===== config.mk =====
export PLATFORM = sky130hd
export DESIGN_NAME = vn_collector
export DESIGN_NICKNAME = d
export VERILOG_FILES = /design/src/rtl/vn_collector.sv
export SDC_FILE = /design/constraint.sdc
export NUM_CORES = 1
export LEC_CHECK = 0
export BUFFER_PORTS_ARGS = -buffer_cell sky130_fd_sc_hd__buf_2
export CAP_MARGIN = 15
export CORE_UTILIZATION = 55
export DETAILED_ROUTE_END_ITERATION = 10
export PLACE_DENSITY = 0.74
export SLEW_MARGIN = 20
export SYNTH_ARGS = -nofsm -noshare
export SYNTH_HDL_FRONTEND = slang
export SYNTH_SLANG_ARGS = --single-unit

===== constraint.sdc =====
create_clock -name clk -period 13.15 [get_ports clk]
set_input_delay 3.2875 -clock clk [delete_from_list [all_inputs] [get_ports clk]]
set_output_delay 3.2875 -clock clk [all_outputs]
set_load 0.005 [all_outputs]

===== src/rtl/vn_collector.sv =====
// Result collector behind the FP32 adder switch: queues 0-2 VN results per cycle in order
// and drains one per cycle over valid/ready. Losses are flagged because the switch cannot stall.
module vn_collector #(
    parameter int DATA_TYPE = 32,
    parameter int DEPTH     = 8,
    parameter int ADDR_W    = 3,
    parameter int SEQ_W     = 8
) (
    input  logic                   clk,
    input  logic                   rst,
    input  logic [2*DATA_TYPE-1:0] i_vn,
    input  logic [1:0]             i_vn_valid,
    input  logic                   i_clr,
    input  logic                   i_ready,
    output logic                   o_valid,
    output logic [DATA_TYPE-1:0]   o_data,
    output logic                   o_side,
    output logic [SEQ_W-1:0]       o_seq,
    output logic [ADDR_W:0]        o_count,
    output logic                   o_full,
    output logic                   o_overflow,
    output logic [15:0]            o_drop_cnt
);

    typedef struct packed {
        logic [DATA_TYPE-1:0] data;
        logic                 side;
        logic [SEQ_W-1:0]     seq;
    } entry_t;

    entry_t            mem [DEPTH];
    logic [ADDR_W-1:0] wr_ptr, rd_ptr;
    logic [ADDR_W:0]   count;
    logic [SEQ_W-1:0]  seq_cnt;
    logic              overflow;
    logic [15:0]       drop_cnt;

    logic              pop;
    logic [ADDR_W+1:0] room;
    logic              has0, has1, acc0, acc1;
    logic [1:0]        n_acc, n_drop;
    logic [ADDR_W-1:0] wr_ptr_p1;
    entry_t            wr0, wr1, head;
    logic [16:0]       drop_sum;
    logic [15:0]       drop_next;

    // NOTE: every always_comb output gets a value on every path, so no latch is inferred.
    always_comb begin
        pop       = (count != '0) & i_ready;
        room      = (ADDR_W+2)'(DEPTH) - {1'b0, count} + (ADDR_W+2)'(pop);
        has0      = |i_vn_valid;
        has1      = &i_vn_valid;
        // The first offered entry needs one free slot, the second (right of a pair) needs two.
        acc0      = has0 && (room != '0);
        acc1      = has1 && (room[ADDR_W+1:1] != '0);
        n_acc     = {1'b0, acc0} + {1'b0, acc1};
        n_drop    = ({1'b0, has0} + {1'b0, has1}) - n_acc;
        wr_ptr_p1 = wr_ptr + 1'b1;

        wr0.data  = i_vn_valid[1] ? i_vn[2*DATA_TYPE-1:DATA_TYPE] : i_vn[DATA_TYPE-1:0];
        wr0.side  = i_vn_valid[1];
        wr0.seq   = seq_cnt;
        wr1.data  = i_vn[DATA_TYPE-1:0];
        wr1.side  = 1'b0;
        wr1.seq   = seq_cnt + 1'b1;

        drop_sum  = {1'b0, drop_cnt} + 17'(n_drop);
        drop_next = drop_sum[16] ? 16'hFFFF : drop_sum[15:0];
    end

    // NOTE: sequential state uses non-blocking assignments so all registers update together.
    always_ff @(posedge clk) begin
        if (!rst || i_clr) begin
            wr_ptr   <= '0;
            rd_ptr   <= '0;
            count    <= '0;
            seq_cnt  <= '0;
            overflow <= 1'b0;
            drop_cnt <= '0;
        end else begin
            wr_ptr  <= wr_ptr + ADDR_W'(n_acc);
            rd_ptr  <= rd_ptr + ADDR_W'(pop);
            count   <= count + (ADDR_W+1)'(n_acc) - (ADDR_W+1)'(pop);
            seq_cnt <= seq_cnt + SEQ_W'(n_acc);
            if (n_drop != '0) begin
                overflow <= 1'b1;
                drop_cnt <= drop_next;
            end
        end
    end

    // NOTE: storage has no reset; empty slots are masked at the output instead.
    always_ff @(posedge clk) begin
        if (rst && !i_clr) begin
            if (acc0) mem[wr_ptr]    <= wr0;
            if (acc1) mem[wr_ptr_p1] <= wr1;
        end
    end

    always_comb begin
        head       = mem[rd_ptr];
        o_valid    = (count != '0);
        o_data     = o_valid ? head.data : '0;
        o_side     = o_valid ? head.side : 1'b0;
        o_seq      = o_valid ? head.seq  : '0;
        o_count    = count;
        o_full     = (count == (ADDR_W+1)'(DEPTH));
        o_overflow = overflow;
        o_drop_cnt = drop_cnt;
    end

endmodule


======== Word-level counts from Yosys, hierarchy flattened ========
Memories as Yosys holds them, arrays and structs flattened. A register that Yosys moved wholly into a read port is not among the register bits.
Cells that the tools add are included.
word-level totals
  bits in registers ....................... 35
  memory bits (writable) .................. 328
  input port bits ......................... 70
  output and inout port bits .............. 64
  memories ................................ 1
cells by class
  multiplexer cells ....................... 12
  bitwise logic cells ..................... 1
  add/sub/neg operators ................... 13
  reduce and logical (&&, ||, !) cells .... 12
  equal/unequal tests ..................... 1
memory list
  memory  words  bits a word  read ports  clocked after Yosys merged registers in  write ports  line  source
  mem     8      41           1           1                                        2            31    entry_t mem [DEPTH];
operators by type and width
  operator                                                           count
  32-bit 2-to-1 mux                                                  2
  16-bit by 2-bit adder with 17-bit output                           1
  16-bit 2-to-1 mux                                                  1
  8-bit by 1-bit adder with 8-bit output, second input constant      1
  8-bit by 2-bit adder with 8-bit output                             1
  8-bit 2-to-1 mux                                                   1
  4-bit nonzero test                                                 2
  1-bit 2-to-1 mux                                                   7
  5-bit by 1-bit adder with 5-bit output                             1
  5-bit nonzero test                                                 1
  4-bit by 4-bit subtractor with 5-bit output, first input constant  1
  1-bit by 1-bit adder with 2-bit output                             2
  4-bit by 2-bit adder with 4-bit output                             1
  4-bit equality test, second input constant                         1
  4-bit by 1-bit subtractor with 4-bit output                        1
  3-bit by 1-bit adder with 3-bit output                             1
  3-bit by 1-bit adder with 3-bit output, second input constant      1
  3-bit by 2-bit adder with 3-bit output                             1
  1-bit logical AND                                                  3
  3-bit 2-to-1 mux                                                   1
  1-bit zero test                                                    2
  2-bit AND reduction                                                1
  2-bit nonzero test                                                 1
  2-bit OR reduction                                                 1
  3 further kinds                                                    3

======== Longest topological paths before layout ========
  depth in word-level cells ............... 9
  depth in mapped cells ................... 26
  gate-level depth less buffers ........... 25

======== Worst setup path after synthesis ========
OpenSTA, ideal clock, no wires.
  path kind ............................... in2reg
  start ................................... input port i_ready
  end ..................................... register drop_cnt[15], in the netlist o_drop_cnt[15]
  path slack .............................. 5.855 ns
  stages .................................. 21
  arrival time ............................ 7.226 ns
  path buffers ............................ 0
  required time ........................... 13.080 ns
  cell sequence ........................... nand2_1 -> ha_1 -> inv_1 -> ha_1 -> nand3_1 -> a41o_2 -> o21ai_0 -> inv_1 -> ha_1 -> inv_1 -> xnor2_1 -> ha_1 -> xnor2_1 -> xor2_1 -> fa_1 -> and3_1 -> nand3_1 -> or3_1 -> and3_1 -> a41o_1 -> a21oi_1
between the ends
  cells in the longest elaborated chain, start to end .. 8
ends and longest elaborated chain
  element                                                          line    source
  start, declared                                                  14      input logic i_ready,
  1-bit bitwise AND (*)                                            49      pop = (count != '0) & i_ready;
  5-bit by 1-bit adder with 5-bit output (*)                       50      room = (ADDR_W+2)'(DEPTH) - {1'b0, count} + (ADDR_W+2)'(pop);
  5-bit nonzero test / 4-bit nonzero test (equally long branches)  54, 55
  1-bit logical AND (on tied branches)                             54, 55
  1-bit by 1-bit adder with 2-bit output (*)                       56      n_acc = {1'b0, acc0} + {1'b0, acc1};
  2-bit subtractor (*)                                             57      n_drop = ({1'b0, has0} + {1'b0, has1}) - n_acc;
  16-bit by 2-bit adder with 17-bit output                         67      drop_sum = {1'b0, drop_cnt} + 17'(n_drop);
  16-bit 2-to-1 mux                                                68      drop_next = drop_sum[16] ? 16'hFFFF : drop_sum[15:0];
  end signal, assigned                                             87      drop_cnt <= drop_next;
  end, declared                                                    36      logic [15:0] drop_cnt;
Mark *: on every way between the ends. The rest lies on a longest branch, timed or not.
A chain may end at the register's enable or synchronous reset.

======== Worst setup path after layout ========
Ends and elaborated chain as after synthesis.

==> run metrics <==
status=complete, no violations; data arrival time of the critical path=approximately 8 ns; CP startpoint=i_ready; HPWL after detailed placement=27.31 mm; worst hold start=mem[4][8]; DRT Wirelength=49.48 mm; FP Rows=66; Setup CP Type=primary input to flip-flop; routed len/inst=between 20 and 25 um; setup TNS=0 ns; number of global-route vias before repair=13270; Yosys top cell area share=51.74%; Cell Pwr Density=155.9 nW/um2; reg-to-reg startpoint=o_count[2]; # setup viols final=0; Final min period=7.405 ns; final period utilization=56.31%; clk slew on worst S/H paths=roughly 0.06 ns; initial DRC count=1653; CTS max path bufs=3; post_cts resized=0; synthesis warning total=0; max_cap viols=0; unrepaired setup endpoints after global routing=no; via count=roughly 14000; nature of the critical path startpoint=primary input; critical-path maximum fanout=7; All-Layer GR Usage=29.18%; worst hold path type=flip-flop to flip-flop; Worst Skew=0.01727 ns; Initial Util=56.51%; GPL Wtd Cong=0.8655; most common cell after layout, fill and taps aside=edfxtp_1; number of synthesized flops with an enable pin=320; Core Region=32870 um2; sequential share of the synthesized area=around 56%; H-tree lvl count=2; Die W=between 150 and 200 um; Netlist cell types=57; # IOs=134; Mean Syn Cell Area=11.44 um2; Async SR Flop Fraction=0%; Skew-Pair Late Insertion Delay=roughly 0.53 ns; maximum vdd drop=0.0003626 V; DRC=0; initial antenna violation count=1; Buffers on Ports=133; most frequent cells in the layout=edfxtp_1, nand2_1, o21ai_0, buf_2, mux4_2; final max-slew violation count=0; Clock Tree Root=clkbuf_16; CTS tree=yes; Crit. End Element=flip-flop; largest net degree at the start of global routing=68; synthesized cell area=~19000 um2; Die Y=185.8 um; Gate Count Post-Synth=roughly 1600; Final nets=1759; Area growth syn-to-layout=11.00%; top area cells in the synthesized netlist=edfxtp_1, mux4_2, o21ai_0; Final Hold Vio Count=0; CTS Buf Count=38; GR Overflow Total=0; Required @ worst endpoint=between 10 and 15 ns; worst slew pin tran=1.193 ns; drt first pass iters=6; Post-CTS Setup Inserts=0; Rel. slew slack=20.35%; die area=about 35000 um2; Pleak=~7.0 nW; placed cells=2067; clock sink total=363; layout cells sized above 1=19.44%; DRT antenna net count=0; prevailing post-synth register cell=edfxtp_1; Via-to-Cell Ratio=between 6 and 7; hold buffer count at CTS=0; #FFs+latches synth=363; Mapped Nets=between 1500 and 2000; total power=3.213 mW; f_max=approximately 0.14 GHz; cell taking the most area after synthesis=edfxtp_1; first-pass GRT wire length=between 70 and 80 mm; fin cells=2135
[cells by family (layout without fill, tap and decap cells)]
kind of cell	count (synthesis)	count (layout)	synth area share, %
flip-flops	363	363	56.38
AO/OA/AOI/OAI	391	391	11.70
XOR/XNOR	18	18	0.8489
AND/OR/NAND/NOR	483	483	11.00
other	0	1	0
multiplexers	157	157	14.08
adder cells (fa/ha/maj)	24	24	1.779
buffers and inverters	187	256	4.217
[power breakdown]
part           total [mW]  switching, mW  internal [mW]
sequential           1.37         0.0467           1.32
clock                1.06          0.438          0.625
combinational       0.782          0.486          0.296
total                3.21          0.971           2.24
[synthesized netlist by cell type, types with 4 or more instances]
| cell | count |
|---|---|
| xor2_1 | 7 |
| buf_4 | 6 |
| o21ai_1 | 10 |
| buf_2 | 39 |
| nor3_1 | 14 |
| a31oi_1 | 27 |
| xnor2_1 | 11 |
| a211oi_1 | 4 |
| and3_1 | 13 |
| and2_1 | 10 |
| nand2_1 | 310 |
| nor2_1 | 76 |
| buf_1 | 9 |
| or3_1 | 10 |
| dfxtp_1 | 43 |
| nand3_1 | 24 |
| a311oi_1 | 6 |
| a21oi_1 | 32 |
| fa_1 | 4 |
| nand2b_1 | 7 |
| a22o_1 | 4 |
| inv_1 | 30 |
| a21o_1 | 4 |
| mux2i_1 | 73 |
| o22ai_1 | 24 |
| edfxtp_1 | 320 |
| o21ai_0 | 268 |
| nor2b_1 | 4 |
| ha_1 | 20 |
| mux4_2 | 82 |
| clkbuf_1 | 97 |
[per-stage QoR]
stage | utilization, % | hold slack [ns] | setup WS (ns) | area [um2]
2_1_floorplan | - | 0.4310 | 5.855 | 18570
3_3_place_gp | 59.00 | 0.4466 | 5.443 | 19390
3_5_place_dp | 59.00 | 0.4559 | 5.244 | 19390
4_1_cts | 62.71 | 0.4635 | 5.786 | 20610
5_1_grt | 62.72 | 0.4856 | 5.378 | 20610
6_report | 62.72 | 0.4596 | 5.745 | 20610
[path summary, 6_finish.rpt]
check,cells past startpoint,slack [ns],to
min,2,0.46,mem[4][8]
max,22,5.75,o_drop_cnt[15]
max reg2reg,25,7.27,o_drop_cnt[15]
min reg2reg,2,0.46,mem[4][8]
[routing by layer]
| metal | part of all wire, % | global-route usage, % | vias up |
|---|---|---|---|
| met3 | 11 | 5.341 | 107 |
| met1 | 38 | 38.85 | 6658 |
| met4 | 2.6 | 9.639 | 0 |
| li1 | - | - | 6055 |
| met5 | 0 | 0 | - |
| met2 | 48 | 48.42 | 833 |
[worst max-delay path, cell delays in order]
cell and delay [ns]:
buf_2 0.08, nand2_1 0.06, ha_1 0.19, inv_1 0.07
ha_1 0.24, nand3_1 0.10, a41o_2 0.36, o21ai_0 0.34
inv_1 0.09, ha_1 0.33, inv_1 0.08, xnor2_1 0.14
ha_1 0.21, xnor2_1 0.26, xor2_1 0.34, fa_1 0.27
and3_1 0.23, nand3_1 0.19, or3_1 0.48, and3_1 0.17
a41o_1 0.24, a21oi_1 0.11
[state kept, by name (all words and copies together), names as in the netlist]
signal	count
mem	328
o_count	4
o_drop_cnt	16
o_overflow	1
rd_ptr	3
seq_cnt	8
wr_ptr	3
[final cells by class]
cell class                      instances  area, um2
Antenna cell                            1      2.502
Multi-Input combinational cell       1073       7400
Tap cell                              442      553.0
Clock buffer                           52       1065
Fill cell                            2552      12250
Clock inverter                         15      152.6
Sequential cell                       363      10480
Inverter                               33      125.1
Timing Repair Buffer                  156      838.3
Note: power is estimated with default switching activity, not from simulation.
